==> src/rtl/cla_adder_arbiter.sv <==
// Round-robin arbiter feeding a two-stage operand/result pipeline around one
// 32-bit carry-lookahead adder. Responses carry the winning requester's index.
module cla_adder_arbiter #(
    parameter int unsigned N_REQ = 4,
    parameter int unsigned ID_W  = 2
) (
    input  logic                  clk,
    input  logic                  rst,
    input  logic [N_REQ-1:0]      req_valid,
    input  logic [32*N_REQ-1:0]   req_a,
    input  logic [32*N_REQ-1:0]   req_b,
    output logic [N_REQ-1:0]      req_ready,
    output logic                  rsp_valid,
    output logic [32:0]           rsp_sum,
    output logic [ID_W-1:0]       rsp_id,
    input  logic                  rsp_ready
);

    // Stage 1 operand register
    logic            op_valid_q;
    logic [31:0]     op_a_q;
    logic [31:0]     op_b_q;
    logic [ID_W-1:0] op_id_q;
    logic [ID_W-1:0] rr_ptr_q;

    // Pipeline control
    logic s2_adv;
    logic s1_free;

    // Arbitration results
    logic            any_valid;
    logic            found_hi;
    logic [ID_W-1:0] win_hi;
    logic [ID_W-1:0] win_lo;
    logic [ID_W-1:0] grant_id;
    logic            grant_en;
    logic [31:0]     grant_a;
    logic [31:0]     grant_b;
    logic [ID_W-1:0] rr_ptr_d;

    // Adder internals
    logic [31:0] add_g;
    logic [31:0] add_p;
    logic [7:0]  grp_g;
    logic [7:0]  grp_p;
    logic [32:0] add_c;
    logic [32:0] add_sum;

    assign s2_adv  = op_valid_q && (!rsp_valid || rsp_ready);
    assign s1_free = !op_valid_q || s2_adv;

    // Carry-lookahead adder: 4-bit lookahead groups, group carries chained across groups
    always_comb begin
        add_g = op_a_q & op_b_q;
        add_p = op_a_q ^ op_b_q;
        grp_g = '0;
        grp_p = '0;
        add_c = '0;
        for (int j = 0; j < 8; j++) begin
            grp_p[j] = add_p[4*j] & add_p[4*j+1] & add_p[4*j+2] & add_p[4*j+3];
            grp_g[j] = add_g[4*j+3]
                     | (add_p[4*j+3] & add_g[4*j+2])
                     | (add_p[4*j+3] & add_p[4*j+2] & add_g[4*j+1])
                     | (add_p[4*j+3] & add_p[4*j+2] & add_p[4*j+1] & add_g[4*j]);
        end
        for (int j = 0; j < 8; j++) begin
            add_c[4*j+4] = grp_g[j] | (grp_p[j] & add_c[4*j]);
        end
        for (int j = 0; j < 8; j++) begin
            for (int b = 1; b < 4; b++) begin
                add_c[4*j+b] = add_g[4*j+b-1] | (add_p[4*j+b-1] & add_c[4*j+b-1]);
            end
        end
        add_sum = {add_c[32], add_p ^ add_c[31:0]};
    end

    // Round-robin pick: first valid at or above rr_ptr, else first valid overall
    always_comb begin
        any_valid = 1'b0;
        found_hi  = 1'b0;
        win_hi    = '0;
        win_lo    = '0;
        for (int i = 0; i < N_REQ; i++) begin
            if (req_valid[i] && !any_valid) begin
                any_valid = 1'b1;
                win_lo    = ID_W'(i);
            end
            if (req_valid[i] && !found_hi && (ID_W'(i) >= rr_ptr_q)) begin
                found_hi = 1'b1;
                win_hi   = ID_W'(i);
            end
        end
        grant_id = found_hi ? win_hi : win_lo;
        grant_en = any_valid && s1_free && !rst;
        rr_ptr_d = (grant_id == ID_W'(N_REQ - 1)) ? '0 : grant_id + ID_W'(1);
    end

    // One-hot grant and operand mux for the winner
    always_comb begin
        req_ready = '0;
        grant_a   = '0;
        grant_b   = '0;
        for (int i = 0; i < N_REQ; i++) begin
            if (ID_W'(i) == grant_id) begin
                req_ready[i] = grant_en;
                grant_a      = req_a[32*i +: 32];
                grant_b      = req_b[32*i +: 32];
            end
        end
    end

    // Stage 1 operand register and round-robin pointer
    always_ff @(posedge clk) begin
        if (rst) begin
            op_valid_q <= 1'b0;
            op_a_q     <= '0;
            op_b_q     <= '0;
            op_id_q    <= '0;
            rr_ptr_q   <= '0;
        end else if (grant_en) begin
            op_valid_q <= 1'b1;
            op_a_q     <= grant_a;
            op_b_q     <= grant_b;
            op_id_q    <= grant_id;
            rr_ptr_q   <= rr_ptr_d;
        end else if (s2_adv) begin
            op_valid_q <= 1'b0;
        end
    end

    // Stage 2 result register; holds steady while the consumer stalls
    always_ff @(posedge clk) begin
        if (rst) begin
            rsp_valid <= 1'b0;
            rsp_sum   <= '0;
            rsp_id    <= '0;
        end else if (s2_adv) begin
            rsp_valid <= 1'b1;
            rsp_sum   <= add_sum;
            rsp_id    <= op_id_q;
        end else if (rsp_ready) begin
            rsp_valid <= 1'b0;
        end
    end

endmodule

==> config.mk <==
export PLATFORM = sky130hd
export DESIGN_NAME = cla_adder_arbiter
export DESIGN_NICKNAME = d
export VERILOG_FILES = /design/src/rtl/cla_adder_arbiter.sv
export SDC_FILE = /design/constraint.sdc
export NUM_CORES = 1
export LEC_CHECK = 0
export ABC_AREA = 1
export BUFFER_PORTS_ARGS = -buffer_cell sky130_fd_sc_hd__buf_2
export CAP_MARGIN = 0
export CORE_ASPECT_RATIO = 1.4
export CORE_MARGIN = 2
export CORE_UTILIZATION = 30
export CTS_CLUSTER_DIAMETER = 120
export DETAILED_ROUTE_END_ITERATION = 7
export SLEW_MARGIN = 20
export SYNTH_ARGS = -nofsm -noshare
export SYNTH_HDL_FRONTEND = slang
export SYNTH_SLANG_ARGS = --single-unit
export TNS_END_PERCENT = 10
==> constraint.sdc <==
create_clock -name clk -period 8.4 [get_ports clk]
set_input_delay 0.84 -clock clk [delete_from_list [all_inputs] [get_ports clk]]
set_output_delay 0.84 -clock clk [all_outputs]
set_load 0.005 [all_outputs]
==> reports/metrics.yaml <==
finish:
  num-nets-final: 1359
  drive_gt1_frac: 0.3321
  mostFrequentLayoutCells: "buf_2 (302), dfxtp_1 (105), a21oi_1 (86)"
  area_growth_pct: 29.65
  final_cells: 1343
  layout_commonest_cell: "buf_2"
setup_path:
  path_class: "in2out"
  worstPathMaxFanout: 65
  setup.worst_path.end_class: "output port"
  worstPathRequired_ns: 7.56
  r2r-start: "rr_ptr_q[0]$_SDFFE_PP0P_"
  startpoint: "req_valid[0]"
  arrival_ns: 3.56
  setup.worst_path.start_class: "input pin"
cts:
  htree_levels: 3
  cts_buffer_depth: 2
  cts_buffers: 9
  postCtsResizedCells: 0
  clk_latency_ns: 0.35
  clk_pin_slew_ns: 0.08
  cts_setup_buffers: 0
  postCtsHoldBufs: 0
  clock-sinks: 105
  cts_root_buffer: "clkbuf_16"
  cts_tree: "yes"
timing:
  slew_headroom: 0.4048
  tightest_slew_ns: 0.8928
  fmax_mhz: 227.2
  hold_viol_final: 0
  setup_viol: 0
  post-route-period-util: 0.5240
  setup_ws_ns: 3.998
  slew_violations: 0
  period_needed_ns: 4.402
  rsz0062_at_grt: "false"
  final.setup.tns_ns: 0
  finClkSkew_ns: 0.01268
grt:
  grt_overflow: 0
  grt_max_degree: 91
  grt_usage: 0.1935
  grt_pass1_vias: 6616
  antenna_found_initial: 5
  grt_pass1_wl_um: 35050
logic_synthesis:
  syn_inst: 790
  netlist.area_leader.share: 0.3197
  ys_seq_area_frac: 0.3197
  ys_ff_latch: 105
  ys.flop_type: "dfxtp_1"
  synth_fp_nets: 1112
  async_reset_ff_frac: 0
  synthesis.area_sq_um: 6575
  synth-edff-count: 0
  yosysUniqueCellTypes: 28
  yosysWarnings: 0
  synth.largest_area_cell: "dfxtp_1"
  synth_area_leaders: "dfxtp_1 (32%), a221o_1 (9.7%), a22oi_1 (7.3%)"
  synth.avg_cell_area_sq_um: 8.323
min_path:
  worstHoldPathType: "reg2reg"
  hp-start: "op_id_q[0]$_SDFFE_PP0P_"
routing:
  antenna_left: 0
  drt_wl_total_um: 22880
  drt_pass1_iterations: 7
  route.detailed.drc: 0
  viasPerCell: 5.101
  via_count: 6850
  drt_iter0_drc: 307
  wire_per_inst_um: 17.04
pwr:
  ir_drop_mv: 0.1280
  p_leak_nw: 3.944
  total_power_mw: 2.576
  powerDensity_nw_per_um2: 302.2
placed_design:
  port_buffers: 302
  dpl_worst_slack_ns: 3.930
  placed_cells: 1323
  gp_congestion: 0.8091
  place_hpwl_um: 17050
floorplanning:
  start_util: 0.3030
  num_rows: 64
  ios: 303
  die_y_um: 179.2
  die_w_um: 129.1
  core_region_area_sq_um: 21700
  fp.dieArea_sq_um: 23130
flow_run:
  maxCapViolations: 0
status:
  outcome: "finished, final reports clean"
==> final timing paths <==
path | end | slack [ns] | depth (start not counted)
min | rsp_id[0]$_SDFFE_PP0P_ | 0.47 | 2
max reg2reg | op_a_q[0]$_SDFFE_PP0P_ | 4.54 | 13
max | req_ready[2] | 4.00 | 11
min reg2reg | rsp_id[0]$_SDFFE_PP0P_ | 0.47 | 2
==> cells in the mapped netlist (all sizes together) (23+ instances only) <==
master,count
dfxtp,105
nand2,93
a21oi,87
nor2,67
a221o,64
a22oi,64
o211ai,64
clkbuf,60
inv,39
o21ai,37
ha,36
fa,23
==> routing by layer <==
layer | vias up | share of wire | wire (um) | global-route usage
met5 | - | 0.00057 | 13 | 0
met4 | 2 | 0.020 | 463 | 0.05616
met3 | 27 | 0.044 | 997 | 0.03014
met2 | 197 | 0.49 | 11290 | 0.3303
met1 | 3195 | 0.44 | 10110 | 0.2511
li1 | 3429 | - | - | -
==> area by class of cell <==
type / count / area [sq um]
tap: 297 / 371.6
clock inverter: 5 / 37.54
antenna: 4 / 10.01
clock buffer: 11 / 232.7
multi-input combinational: 573 / 4051
fill: 2292 / 13180
inverter: 39 / 155.1
timing repair buffer: 309 / 1564
sequential: 105 / 2102
==> flip-flops by register name, summed over array words and instances, names as in the netlist <==
| signal | flops |
|---|---|
| rsp_valid | 1 |
| rsp_sum | 33 |
| op_a_q | 32 |
| op_b_q | 32 |
| op_id_q | 2 |
| rr_ptr_q | 2 |
| rsp_id | 2 |
| op_valid_q | 1 |
==> stage by stage <==
| step | util | instance area [sq um] | hold slack [ns] |
|---|---|---|---|
| after floorplan | - | 6575 | 0.4303 |
| after CTS | 0.3924 | 8514 | 0.4633 |
| final | 0.3928 | 8524 | 0.4671 |
| after global routing | 0.3927 | 8522 | 0.4807 |
| after detailed placement | 0.3799 | 8244 | 0.4514 |
| after global placement | 0.3797 | 8239 | 0.4540 |
==> logic make-up after synthesis <==
group                    after synthesis  synth area share
AO/OA/AOI/OAI                        324            0.3490
flip-flops                           105            0.3197
buffers and inverters                112           0.06641
XOR/XNOR                               8           0.01066
AND/OR/NAND/NOR                      182            0.1157
adder cells (fa/ha/maj)               59            0.1385
==> worst max-delay path: stages <==
cell and delay (ns):
buf_2 0.10, nor3b_2 0.23, nor3_1 0.11, a211oi_1 0.26, nand2_1 0.11, o22ai_1 0.30
ha_2 0.23, buf_4 0.57, inv_4 0.45, nor2_1 0.22, buf_2 0.13
==> report_power, final <==
group          total, mW  switching (mW)  internal [mW]
logic               1.41           0.803          0.611
registers          0.759           0.126          0.633
clock network      0.403           0.200          0.203
total               2.58            1.13           1.45
(Power assumes the default switching activity.)
